**src/rtl/uart_cmd_tx.sv**
```systemverilog
// uart_cmd_tx: serializes one (column, row, character) command as three
// back-to-back 8N1 UART bytes, LSB first: {1'b0,col}, {3'b000,row}, char.
// Out-of-range commands are consumed, flagged with a one-cycle cmd_err
// pulse, and produce no line activity.
module uart_cmd_tx #(
  parameter int CLKS_PER_BIT = 217,
  parameter int STOP_BITS    = 1,
  parameter int MAX_COL      = 79,
  parameter int MAX_ROW      = 29
) (
  input  logic       clk,
  input  logic       rst_n,
  input  logic       cmd_valid,
  output logic       cmd_ready,
  input  logic [6:0] cmd_col,
  input  logic [4:0] cmd_row,
  input  logic [7:0] cmd_char,
  output logic       tx,
  output logic       busy,
  output logic       cmd_err
);

  localparam int BW = (CLKS_PER_BIT > 1) ? $clog2(CLKS_PER_BIT) : 1;
  localparam logic [BW-1:0] BAUD_MAX = BW'(CLKS_PER_BIT - 1);
  localparam logic [2:0]    STOP_MAX = 3'(STOP_BITS - 1);

  typedef enum logic [1:0] {
    IDLE  = 2'd0,
    START = 2'd1,
    DATA  = 2'd2,
    STOP  = 2'd3
  } state_t;

  state_t        state_q, state_d;
  logic [BW-1:0] baud_q, baud_d;
  logic [2:0]    bit_idx_q, bit_idx_d;
  logic [1:0]    byte_idx_q, byte_idx_d;
  logic [23:0]   buf_q, buf_d;
  logic          tx_q, tx_d;
  logic          busy_q, busy_d;
  logic          ready_q, ready_d;
  logic          err_q, err_d;
  logic          baud_tick_s;
  logic          out_of_range_s;

  assign baud_tick_s    = (baud_q == BAUD_MAX);
  assign out_of_range_s = (cmd_col > 7'(MAX_COL)) || (cmd_row > 5'(MAX_ROW));

  // Next-state, counter and buffer logic; tx is derived from the next state
  // so the registered line already shows the new bit in its first cycle.
  always_comb begin
    state_d    = state_q;
    baud_d     = baud_q;
    bit_idx_d  = bit_idx_q;
    byte_idx_d = byte_idx_q;
    buf_d      = buf_q;
    busy_d     = busy_q;
    ready_d    = ready_q;
    err_d      = 1'b0;
    tx_d       = 1'b1;

    case (state_q)
      IDLE: begin
        baud_d     = '0;
        bit_idx_d  = 3'd0;
        byte_idx_d = 2'd0;
        busy_d     = 1'b0;
        ready_d    = 1'b1;
        if (cmd_valid && ready_q) begin
          if (out_of_range_s) begin
            err_d = 1'b1;
          end else begin
            // Low byte goes out first; each byte is shifted out LSB first.
            buf_d   = {cmd_char, 3'b000, cmd_row, 1'b0, cmd_col};
            state_d = START;
            busy_d  = 1'b1;
            ready_d = 1'b0;
          end
        end else begin
          state_d = IDLE;
        end
      end

      START: begin
        if (baud_tick_s) begin
          baud_d    = '0;
          bit_idx_d = 3'd0;
          state_d   = DATA;
        end else begin
          baud_d = baud_q + BW'(1);
        end
      end

      DATA: begin
        if (baud_tick_s) begin
          baud_d = '0;
          buf_d  = {1'b0, buf_q[23:1]};
          if (bit_idx_q == 3'd7) begin
            bit_idx_d = 3'd0;
            state_d   = STOP;
          end else begin
            bit_idx_d = bit_idx_q + 3'd1;
          end
        end else begin
          baud_d = baud_q + BW'(1);
        end
      end

      STOP: begin
        // bit_idx counts stop bits here so two stop bits need no extra counter.
        if (baud_tick_s) begin
          baud_d = '0;
          if (bit_idx_q == STOP_MAX) begin
            bit_idx_d = 3'd0;
            if (byte_idx_q == 2'd2) begin
              byte_idx_d = 2'd0;
              state_d    = IDLE;
              busy_d     = 1'b0;
              ready_d    = 1'b1;
            end else begin
              byte_idx_d = byte_idx_q + 2'd1;
              state_d    = START;
            end
          end else begin
            bit_idx_d = bit_idx_q + 3'd1;
          end
        end else begin
          baud_d = baud_q + BW'(1);
        end
      end

      default: begin
        state_d    = IDLE;
        baud_d     = '0;
        bit_idx_d  = 3'd0;
        byte_idx_d = 2'd0;
        busy_d     = 1'b0;
        ready_d    = 1'b1;
      end
    endcase

    if (state_d == START) begin
      tx_d = 1'b0;
    end else if (state_d == DATA) begin
      tx_d = buf_d[0];
    end else begin
      tx_d = 1'b1;
    end
  end

  // State and output registers; reset abandons any frame in flight.
  always_ff @(posedge clk or negedge rst_n) begin
    if (!rst_n) begin
      state_q    <= IDLE;
      baud_q     <= '0;
      bit_idx_q  <= 3'd0;
      byte_idx_q <= 2'd0;
      buf_q      <= 24'd0;
      tx_q       <= 1'b1;
      busy_q     <= 1'b0;
      ready_q    <= 1'b1;
      err_q      <= 1'b0;
    end else begin
      state_q    <= state_d;
      baud_q     <= baud_d;
      bit_idx_q  <= bit_idx_d;
      byte_idx_q <= byte_idx_d;
      buf_q      <= buf_d;
      tx_q       <= tx_d;
      busy_q     <= busy_d;
      ready_q    <= ready_d;
      err_q      <= err_d;
    end
  end

  assign tx        = tx_q;
  assign busy      = busy_q;
  assign cmd_ready = ready_q;
  assign cmd_err   = err_q;

endmodule

```
**config.mk**
```make
export PLATFORM = sky130hd
export DESIGN_NAME = uart_cmd_tx
export DESIGN_NICKNAME = d
export VERILOG_FILES = /design/src/rtl/uart_cmd_tx.sv
export SDC_FILE = /design/constraint.sdc
export NUM_CORES = 1
export LEC_CHECK = 0
export ABC_AREA = 1
export CAP_MARGIN = 20
export CELL_PAD_IN_SITES_DETAIL_PLACEMENT = 1
export CELL_PAD_IN_SITES_GLOBAL_PLACEMENT = 1
export CORE_MARGIN = 5
export CORE_UTILIZATION = 45
export CTS_CLUSTER_DIAMETER = 40
export DETAILED_ROUTE_END_ITERATION = 7
export PLACE_DENSITY = 0.88
export SLEW_MARGIN = 20
export SYNTH_ARGS = -nofsm -noshare
export SYNTH_HDL_FRONTEND = slang
export SYNTH_SLANG_ARGS = --single-unit
```
**constraint.sdc**
```tcl
create_clock -name clk -period 2.2 [get_ports clk]
set_input_delay 0.22 -clock clk [delete_from_list [all_inputs] [get_ports clk]]
set_output_delay 0.22 -clock clk [all_outputs]
set_load 0.03 [all_outputs]
```
==> summary.txt <==
STA
  • Post-route minimum period: 1.73 ns
  • Fin. max-slew vios: 0
  • Fin Setup TNS: 0 ns
  • Crit share post-route: 0.787
  • Least-Margin Pin Slew: approximately 0.44 ns
  • Max-slew headroom: 0.709
  • Setup-failing EPs final: 0
  • Final hold vios: 0
  • Layout Skew: 0.0147 ns
  • Fmax: slightly below 600 MHz
  • RSZ-0062 raised after global routing: false

Clocking
  • # clock sinks: 43
  • TritonCTS clock tree: built
  • CTS Root Cell: clkbuf_8
  • Clock buffer depth: 2
  • Worst-path clk slew: 0.09 ns
  • Clock latency on the worst-skew pair: 0.31 ns
  • # H-tree levels: 2
  • TritonCTS Buffers: 5

Cells and area
  • Fin area: ~2600 um^2
  • Fin nets: just over 300
  • Final core occ: 0.546
  • # diodes: 0
  • Layout cells sized above 1: 0.179
  • Syn-to-layout area delta: 16.0%

Die
  • Die area: 6560 um^2
  • Die Y: 81.0 um
  • Rows: 25
  • Die Wd: slightly above 80 um
  • Effective utilization at floorplan: 0.471
  • Ports: 27
  • Core area: 4820 um^2

Setup path
  • Worst path slowest cell: clkdlybuf4s50_1
  • Max stage delay on crit path: 0.67 ns
  • Critical Path Sink Type: primary output
  • R2r setup slk: 0.52 ns
  • WS Path Type: reg2out
  • Worst path arrival time: 1.51 ns
  • Buffers & Inverters on Critical Path: 1
  • CP required: 1.98 ns
  • Cell breakdown of the critical path: clkdlybuf4s50_1
  • Nature of the critical path startpoint: register
  • Worst-path fanout max: 3
  • Cell family with most CP delay: buffers and inverters

Synthesis
  • Count of different cell masters after synthesis: 34
  • Compound-cell area share of the yosys netlist: 0.0717
  • Count leader, synth: nand2_1
  • Synth Area in XOR/XNOR: 0
  • Seq/Total Area, Yosys: 0.476
  • Register bit total from synthesis: 43
  • Synth area leaders: dfrtp_1 45%, nand2_1 8.8%, nand3_1 6.6%
  • Cell Area, Synth: approximately 2300 um^2
  • Post-Synth Simple-Gate Area: 0.338
  • Syn nets: between 200 and 300
  • Ys Warns: 0
  • Synth Area in Adders: 0.0276
  • Top-area cell type share of the netlist area: 0.453
  • Commonest cells in the netlist: 53 x nand2_1, 41 x dfrtp_1, 30 x nand3_1
  • Asr flop ratio synth: 1.00
  • Syn Inst Count: 251
  • Leading area contributor after synthesis: dfrtp_1
  • Largest family of logic cells by synthesized area: simple AND/OR/NAND/NOR gates
  • Number of synthesized flops with an enable pin: 0
  • Post-synthesis mux area share: 0
  • Synth Area per Inst: 9.03 um^2
  • Top FF cell, synth: dfrtp_1

GRT
  • Initial antenna violation count: 0
  • Via count of the first global-routing pass: 1992
  • Largest net degree at the start of global routing: 27
  • Total global routing track utilization: 0.192
  • First-pass GRT wire length: between 9000 and 10000 um
  • Global route overflow: 0

Route
  • Wire per inst: 15.6 um
  • ANT nets after route: 0
  • Routed Wire Length: 5430 um
  • DRT iter0 DRCs: 94
  • DRC errors left: 0
  • Vias per cell: 5.27
  • First drt pass iteration count: 4
  • Via count: 1827

Pwr
  • Pwr per Cell Area: about 520 nW/um^2
  • Final Power: 1360 uW
  • Worst vdd ir: 0.365 mV
  • P_leak: 0.00117 uW

Place
  • RePlAce Congestion: 0.770
  • I/O Buffers: 26
  • DP HPWL: 4070 um
  • DP Area: 2540 um^2

Status
  • Status: completed

Worst hold path
  • Worst Hold Class: in2async

Run
  • MaxCap Viol Count: 0
-- final cells by class --
type / instances / area [um^2]
Fill cell: 581 / 2190
Sequential cell: 43 / 1080
Multi-Input combinational cell: 171 / 992
Timing Repair Buffer: 29 / 280
Inverter: 29 / 114
Tap cell: 67 / 83.8
Clock buffer: 7 / 76.3
Clock inverter: 1 / 5.00
-- where the power goes --
part	internal [uW]	switching [uW]	leakage [uW]	total, uW
combinational	37.9	30.5	0.000682	68.4
clock	223	281	0.0000422	504
sequential	790	0	0.000449	790
total	1050	311	0.00117	1360
-- per-layer routing --
metal / share of wire / track usage
met5: 0 / 0
met4: 0.016 / 0.0676
met3: 0.037 / 0.0488
met2: 0.50 / 0.324
met1: 0.45 / 0.237
-- cell families after synthesis --
| family | after synthesis |
|---|---|
| flip-flops | 43 |
| buffers and inverters | 37 |
| adder cells (fa/ha/maj) | 5 |
| AO/OA/AOI/OAI | 25 |
| AND/OR/NAND/NOR | 141 |
-- worst paths after layout --
check,to,start,cells after the start
hold reg to reg,busy,busy,2
max in group asynchronous,baud_q[3],rst_n,3
min in group clk,buf_q[23],cmd_char[7],3
setup / recovery,cmd_ready,cmd_ready,1
setup reg to reg,buf_q[21],baud_q[0],7
hold / removal,cmd_err,rst_n,2
-- placed cells by master, fill, tap and decap left out --
cell	count
nand2_4	2
nor2_1	12
nand2_2	11
ha_1	5
inv_6	1
nor3_1	4
dfrtp_1	41
nand4_1	6
inv_2	1
nor2_2	4
o22ai_1	2
clkbuf_1	2
nand3b_1	1
clkbuf_8	5
nand4_4	1
nand2_1	53
nand3_1	30
o21ai_2	2
clkinv_1	1
o21ai_1	3
o31ai_1	1
buf_2	1
o211ai_1	3
a21oi_1	4
clkinv_2	1
nand3_2	13
buf_4	2
a211oi_1	2
o21ai_0	5
inv_1	26
nor2_4	3
a22oi_1	2
clkdlybuf4s50_1	25
dlygate4sd3_1	1
dfstp_2	2
and3_1	1
o211ai_2	1
-- registers in the layout, summed over array words and instances (netlist names) --
register,count
state_q,2
byte_idx_q,2
cmd_err,1
busy,1
bit_idx_q,3
cmd_ready,1
baud_q,8
buf_q,24
tx,1
-- metrics by stage --
stage / hold slack, ns / instances / setup WS, ns
CTS: 0.388 / 347 / 0.455
global route: 0.427 / 347 / 0.347
finish: 0.382 / 347 / 0.469
floorplan: -0.0756 / 251 / 0.819
detailed placement: 0.184 / 338 / 0.303
global placement: 0.181 / 338 / 0.363
-- repair_timing --
| action | in CTS | in global routing |
|---|---|---|
| resized for setup | 0 | 0 |
| setup buffers | 0 | 0 |
| hold buffers | 1 | 0 |
| endpoints found under the hold margin | 15 | 0 |
Power figures use the tool's default switching activity.
